[config.mk]
export PLATFORM = sky130hd
export DESIGN_NAME = ls1u_bus_arbiter
export DESIGN_NICKNAME = d
export VERILOG_FILES = /design/src/rtl/ls1u_bus_pkg.sv /design/src/rtl/ls1u_starve_cnt.sv /design/src/rtl/ls1u_bus_arbiter.sv
export SDC_FILE = /design/constraint.sdc
export NUM_CORES = 1
export LEC_CHECK = 0
export BUFFER_PORTS_ARGS = -buffer_cell sky130_fd_sc_hd__buf_4
export CORE_AREA = 2 2 82 84
export CTS_CLUSTER_DIAMETER = 60
export DETAILED_ROUTE_END_ITERATION = 6
export DIE_AREA = 0 0 84 86
export PLACE_DENSITY_LB_ADDON = 0.2
export SYNTH_ARGS = -nofsm -noshare
export SYNTH_HDL_FRONTEND = slang
export SYNTH_SLANG_ARGS = --single-unit
[constraint.sdc]
create_clock -name clk -period 2.3 [get_ports clk]
set_input_delay 0.46 -clock clk [delete_from_list [all_inputs] [get_ports clk]]
set_output_delay 0.46 -clock clk [all_outputs]
set_load 0.005 [all_outputs]
[src/rtl/ls1u_bus_pkg.sv]
// Shared types and helpers for the L1/cDMA bus_unit arbiter.
package ls1u_bus_pkg;

    typedef enum logic [1:0] {
        ARB_IDLE = 2'b00,
        ARB_CPU  = 2'b01,
        ARB_DMA  = 2'b10
    } arb_state_e;

    localparam int CNT_W = 8;

    function automatic logic req_valid(input logic wt_any, input logic rd, input logic rdl);
        return wt_any | rd | rdl;
    endfunction

endpackage

[src/rtl/ls1u_starve_cnt.sv]
// Saturating wait counter: counts cycles a DMA request loses, flags when it must win.
module ls1u_starve_cnt
    import ls1u_bus_pkg::*;
#(
    parameter int MAX_WAIT = 8
) (
    input  logic clk,
    input  logic rst,
    input  logic inc,
    input  logic clr,
    output logic sat
);

    localparam logic [CNT_W-1:0] MAX_CNT = CNT_W'(MAX_WAIT);

    logic [CNT_W-1:0] wait_cnt;

    // Clear beats increment: the clearing cycle also has a pending DMA request.
    always_ff @(posedge clk or posedge rst) begin
        if (rst) begin
            wait_cnt <= '0;
        end else if (clr) begin
            wait_cnt <= '0;
        end else if (inc && (wait_cnt != MAX_CNT)) begin
            wait_cnt <= wait_cnt + CNT_W'(1);
        end
    end

    assign sat = (wait_cnt == MAX_CNT);

endmodule

[src/rtl/ls1u_bus_arbiter.sv]
// Fixed-priority CPU/DMA arbiter in front of bus_unit, with a DMA starvation guard.
module ls1u_bus_arbiter
    import ls1u_bus_pkg::*;
#(
    parameter int BUS_ADDR     = 32,
    parameter int BUS_WIDTH    = 16,
    parameter int DMA_MAX_WAIT = 8
) (
    input  logic                   clk,
    input  logic                   rst,
    input  logic [BUS_WIDTH/8-1:0] c_wt_req,
    input  logic                   c_rd_req,
    input  logic                   c_rdl_req,
    input  logic [BUS_ADDR-1:0]    c_pa,
    input  logic [BUS_WIDTH-1:0]   c_wdata,
    output logic                   c_rdy,
    output logic                   c_err,
    input  logic [BUS_WIDTH/8-1:0] d_wt_req,
    input  logic                   d_rd_req,
    input  logic                   d_rdl_req,
    input  logic [BUS_ADDR-1:0]    d_pa,
    input  logic [BUS_WIDTH-1:0]   d_wdata,
    output logic                   d_rdy,
    output logic                   d_err,
    output logic [BUS_WIDTH/8-1:0] m_wt_req,
    output logic                   m_rd_req,
    output logic                   m_rdl_req,
    output logic [BUS_ADDR-1:0]    m_pa,
    output logic [BUS_WIDTH-1:0]   m_wdata,
    input  logic                   m_rdy,
    input  logic                   m_err,
    input  logic [BUS_WIDTH-1:0]   m_rdata,
    output logic [BUS_WIDTH-1:0]   c_rdata,
    output logic [BUS_WIDTH-1:0]   d_rdata,
    output logic                   gnt_cpu,
    output logic                   gnt_dma
);

    arb_state_e state;
    arb_state_e state_nxt;
    logic       c_req;
    logic       d_req;
    logic       starve;
    logic       done;

    assign c_req = req_valid(|c_wt_req, c_rd_req, c_rdl_req);
    assign d_req = req_valid(|d_wt_req, d_rd_req, d_rdl_req);
    assign done  = m_rdy | m_err;

    always_ff @(posedge clk or posedge rst) begin
        if (rst) begin
            state <= ARB_IDLE;
        end else begin
            state <= state_nxt;
        end
    end

    // A grant is held until bus_unit completes, even if the owner drops its request.
    always_comb begin
        state_nxt = state;
        case (state)
            ARB_IDLE: begin
                if (starve && d_req) begin
                    state_nxt = ARB_DMA;
                end else if (c_req) begin
                    state_nxt = ARB_CPU;
                end else if (d_req) begin
                    state_nxt = ARB_DMA;
                end
            end
            ARB_CPU, ARB_DMA: begin
                if (done) begin
                    state_nxt = ARB_IDLE;
                end
            end
            default: state_nxt = ARB_IDLE;
        endcase
    end

    ls1u_starve_cnt #(
        .MAX_WAIT(DMA_MAX_WAIT)
    ) u_starve_cnt (
        .clk(clk),
        .rst(rst),
        .inc(d_req && (state != ARB_DMA)),
        .clr((state == ARB_IDLE) && (state_nxt == ARB_DMA)),
        .sat(starve)
    );

    assign gnt_cpu = (state == ARB_CPU);
    assign gnt_dma = (state == ARB_DMA);

    // Mux selects only on registered state, so requests never reach m_* in the same cycle.
    always_comb begin
        m_wt_req  = '0;
        m_rd_req  = 1'b0;
        m_rdl_req = 1'b0;
        m_pa      = '0;
        m_wdata   = '0;
        if (gnt_cpu) begin
            m_wt_req  = c_wt_req;
            m_rd_req  = c_rd_req;
            m_rdl_req = c_rdl_req;
            m_pa      = c_pa;
            m_wdata   = c_wdata;
        end else if (gnt_dma) begin
            m_wt_req  = d_wt_req;
            m_rd_req  = d_rd_req;
            m_rdl_req = d_rdl_req;
            m_pa      = d_pa;
            m_wdata   = d_wdata;
        end
    end

    assign c_rdy   = gnt_cpu & m_rdy;
    assign c_err   = gnt_cpu & m_err;
    assign d_rdy   = gnt_dma & m_rdy;
    assign d_err   = gnt_dma & m_err;
    assign c_rdata = m_rdata;
    assign d_rdata = m_rdata;

endmodule

## Word-level counts from Yosys, hierarchy flattened

Index checks and enable logic that the tools add are counted.

| operators by class | value |
|---|---|
| $add $sub $neg | 1 |
| eq/ne operators | 6 |
| mux-type cells | 17 |
| bitwise logic cells | 9 |
| reductions and logical operators | 9 |

Operators by type and width:

| kind | number |
|---|---|
| 2-to-1 mux 32 bit | 2 |
| 2-to-1 mux 16 bit | 2 |
| 2-to-1 mux 8 bit | 2 |
| 2-to-1 mux 2 bit | 6 |
| adder 8 x 1 -> 8 bit (second input constant) | 1 |
| equality test 8 x 4 -> 1 bit (second input constant) | 1 |
| != test 8 x 4 -> 1 bit (second input constant) | 1 |
| OR reduction 2 bit | 3 |
| bitwise OR 1 bit | 5 |
| AND 1 bit | 4 |
| equality test 2 bit (second input constant) | 2 |
| logical AND 1 bit | 4 |
| 2-to-1 mux 1 bit | 4 |
| one-hot mux 2 bit (2 select lines) | 1 |
| equality test 2 x 1 -> 1 bit (second input constant) | 1 |
| zero test 2 bit | 1 |
| != test 2 bit (second input constant) | 1 |
| nonzero test 2 bit | 1 |

| word-level totals | value |
|---|---|
| register bits after elaboration | 10 |
| input bits | 124 |
| output and inout bits | 90 |
| logic and storage cells | 44 |

## Depth between registers and ports, before layout

| logic depth | value |
|---|---|
| depth after elaboration | 10 |
| gate-level depth with buffers | 7 |
| gate-level depth less buffers | 6 |

## Hierarchy

From an unflattened synthesis, not the netlist that was laid out.

| unflattened totals | value |
|---|---|
| cells, all modules | 262 |
| area total of the unflattened synthesis | 1614.0 µm² |

By module, submodules not included:

| module | instances | cells each | area an instance (µm²) | sequential area each (µm²) |
|---|---|---|---|---|
| ls1u_bus_arbiter | 1 | 215 | 1159.9 | 50.0 |
| ls1u_starve_cnt | 1 | 47 | 454.2 | 200.2 |

## Worst setup path before layout

OpenSTA, ideal clock, no wires.

| timing path | value |
|---|---|
| path type | register to output |
| start point | register state[0] |
| end point | output port m_pa[0] |
| arrival time | 1.607 ns |
| required time | 1.840 ns |
| setup slack | 0.233 ns |
| cell stages (with the launch flop) | 8 |
| path buffers | 3 |
| path through | dfrtp_1 > inv_1 > ha_1 > clkbuf_1 > nor2b_1 > buf_2 > buf_2 > a22o_1 |

| between the ends | value |
|---|---|
| cells in the longest elaborated chain, start to end | 3 |
| elaborated cells between the ends (all ways) | 4 |
| those cells by class | 2 x eq/ne; 2 x mux |

Ends and longest elaborated chain:

| element | RTL line | RTL |
|---|---|---|
| from (decl) | ls1u_bus_arbiter.sv:39 | `arb_state_e state;` |
| from (signal assigned) | ls1u_bus_arbiter.sv:54 | `state <= state_nxt;` |
| equality test 2 bit | ls1u_bus_arbiter.sv:91 | `assign gnt_dma = (state == ARB_DMA);` |
| named net gnt_dma | ls1u_bus_arbiter.sv:36 | `output logic gnt_dma` |
| 2-to-1 mux 32 bit | ls1u_bus_arbiter.sv:106 | `end else if (gnt_dma) begin` |
| 2-to-1 mux 32 bit | ls1u_bus_arbiter.sv:100 | `if (gnt_cpu) begin` |
| to (decl) | ls1u_bus_arbiter.sv:28 | `output logic [BUS_ADDR-1:0] m_pa,` |

The timed path passes the listed nets, and every way through them passes these cells.

## Worst setup path after layout

| timing path | value |
|---|---|
| start point | register state[1] |
| end point | output port m_pa[5] |

| between the ends | value |
|---|---|
| cells in the longest elaborated chain, start to end | 3 |
| elaborated cells between the ends (all ways) | 4 |
| those cells by class | 2 x eq/ne; 2 x mux |

Ends and longest elaborated chain:

| element | RTL line |
|---|---|
| equality test 2 bit | ls1u_bus_arbiter.sv:91 |
| 2-to-1 mux 32 bit | ls1u_bus_arbiter.sv:106 |
| 2-to-1 mux 32 bit * | ls1u_bus_arbiter.sv:100 |

Every way passes the cells marked *; elsewhere a longest branch is shown, timed or not.

==> results.yml <==
outcome:
  status: "finished, final reports clean"
die:
  rows: 29
  start_util_pct: 24.1
  dieWidth_um: 84
  core_um2: 6280
  die_h_um: 86
  io_pins: 214
  dieArea_um2: 7220
clock_tree:
  cts_buffers: 3
  cts.clk_slew.worst_paths_ns: 0.05
  htree_levels: 1
  cts_root_buffer: "clkbuf_8"
  worstSkewPairLatency_ns: 0.24
  post_cts_resized: 0
  clock-sinks: 10
  hold_buffers: 0
  cts_tree: "done"
  postCtsSetupBuffers: 0
  clock_path_buffers: 2
logic_synthesis:
  synth-warning-count: 0
  synth_area_um2: 1510
  synth_top_area_cell: "a22o_1"
  synth_fp_nets: 311
  ys_ff_latch: 10
  synth_edf_count: 0
  synth_area_leaders: "a22o_1, dfrtp_1, buf_4, ha_1, nand2_1"
  ys.flop_type: "dfrtp_1"
  async_flop_share_pct: 100
  ys_seq_area_share_pct: 16.6
  yosys.area.top_type_share_pct: 27.2
  ys_types: 40
  syn_avg_cell_area_um2: 8.35
  syn_inst: 181
route:
  ant_nets: 0
  drc: 0
  drtIter0Drc: 73
  first_pass_iters: 4
  wire_per_inst_um: 20.0
  avgViaCountPerCell: 4.78
  vias: 1850
  drt_wl_total_um: 7740
setup_path:
  path_class: "register to output port"
  r2r_end: "u_starve_cnt.wait_cnt[5]$_DFFE_PP0P_"
  crit_path_start_kind: "register"
  worstPathArrival_ns: 1.72
  r2r_start: "state[0]$_DFF_PP0_"
  cp_data_required_time_ns: 1.84
  crit_path_end_kind: "output port"
  r2r_setup_slack_ns: 0.48
  crit_slowest_cell: "dfrtp_2"
  path_cells: "inv_1, ha_2, buf_6, a22o_1, buf_4"
  reg2regPathDepth: 6
  path_max_fanout: 38
  cpPeakStageDelay_ns: 0.45
grt:
  grt_first_pass_wirelength_um: 11100
  grt_pass1_vias: 1787
  met1_usage_pct: 29.1
  grt_max_degree: 43
  overflow: 0
  met3_usage_pct: 8.95
  grt_busiest_layer: "met1"
  grt.total_usage_pct: 19.8
  grt_antenna_before_repair: 0
  grt_use_met2_pct: 26.6
final_layout:
  nFillCells: 655
  layout_commonest_cell: "buf_4"
  drive_gt1_share_pct: 60.0
  area_growth_pct: 77.3
  fin_cells: 387
  fin_nets: 442
  n_antenna_cell: 0
  final_cell_mix: "buf_4, a22o_1, nand2_1"
placement:
  dp_hpwl_um: 6320
  place.gp.congestion: 0.751
  portBuffers: 165
  pre_cts_ws_ns: 0.298
  dp_cells: 383
sta:
  finalSetupViolCount: 0
  setup_slack_ns: 0.117
  fin_crit_sh_pct: 94.9
  max_clock_freq_mhz: 458
  finClkSkew_ns: 0.00196
  fin_setup_tns_ns: 0
  rsz0062_at_grt: "false"
  relSlewSlack_pct: 70.8
  worst_pin_slew_ns: 0.434
  hold_viol_final: 0
  fin_crit_ns: 2.18
  drv_slew: 0
power_and_ir_drop:
  p_per_area_nw_per_um2: 844
  ir_drop_uv: 412
  p_leak_uw: 0.00138
min_path:
  holdCritPathClass: "primary input to async pin"
run:
  drv_cap: 0
[area by class of cell]
type                            instances  area, µm²  share of cell area (%)
Clock buffer                            3       41.3                    1.54
Inverter                                6       22.5                   0.840
Tap cell                               77       96.3                    3.59
Multi-Input combinational cell        119        943                    35.2
Timing Repair Buffer                  172       1330                    49.4
Sequential cell                        10        251                    9.38
[kinds of logic after synthesis]
| family | share of synthesized area (%) |
|---|---|
| adders and majority gates | 4.97 |
| and+or+nand+nor | 17.6 |
| xor gates and xnor gates | 3.48 |
| buffers and inverters | 21.7 |
| muxes | 0.662 |
| DFF | 16.6 |
| AOI/OAI and AO/OA | 35.1 |
[stage by stage]
step | cell area (µm²) | power, µW | hold WS [ns] | util, %
2_1_floorplan | 1510 | 1210 | 0.300 | -
6_report | 2680 | 2260 | 0.203 | 42.7
5_1_grt | 2680 | 2440 | 0.238 | 42.7
4_1_cts | 2650 | 2260 | 0.224 | 42.1
3_5_place_dp | 2600 | 2050 | 0.473 | 41.5
3_3_place_gp | 2600 | 2050 | 0.475 | 41.5
[state kept, by name, indices dropped and copies added, names as in the netlist]
register	count
state	2
u_starve_cnt.wait_cnt	8
[power by group]
part / internal, µW / leakage, µW / total (µW) / switching [µW]
Combinational: 952 / 0.00123 / 1730 / 773
Clock: 114 / 0.0000216 / 182 / 67.4
Sequential: 253 / 0.000125 / 355 / 102
Total: 1320 / 0.00138 / 2260 / 942
[worst max-delay path: cells and delay by family (launching register included)]
family                   cells  cell delay, ns
buffers and inverters        3            0.52
flip-flops                   1            0.45
AO/OA/AOI/OAI                1            0.28
adder cells (fa/ha/maj)      1            0.23
[routing by layer]
metal	wire, µm	part of all wire, %	vias to the layer above
met5	0	0	-
met4	54	0.70	0
met3	995	13	12
met2	3230	42	112
met1	3460	45	831
li1	-	-	895
[worst max-delay path by stage]
stage | startpoint | endpoint | slack [ns]
after floorplan | state[0]$_DFF_PP0_ | m_pa[0] | 0.23
after global routing | state[0]$_DFF_PP0_ | m_pa[5] | 0.03
after CTS | state[1]$_DFF_PP0_ | m_pa[5] | 0.03
after global placement | state[1]$_DFF_PP0_ | m_pa[5] | 0.32
after detailed placement | state[1]$_DFF_PP0_ | m_pa[5] | 0.30
final | state[1]$_DFF_PP0_ | m_pa[5] | 0.12
[synthesized netlist by cell type, types with 2 or more instances]
| cell | count |
|---|---|
| nor2_1 | 8 |
| buf_2 | 4 |
| dfrtp_1 | 10 |
| nor3_1 | 2 |
| o21ai_0 | 5 |
| nand3_1 | 2 |
| clkbuf_1 | 9 |
| nor3b_1 | 2 |
| xor2_1 | 3 |
| inv_1 | 6 |
| xnor2_1 | 3 |
| a21oi_1 | 2 |
| nand2_1 | 13 |
| ha_1 | 6 |
| and2_1 | 4 |
| a22o_1 | 47 |
| buf_4 | 32 |
No activity file was read; power rests on OpenSTA's default activity.
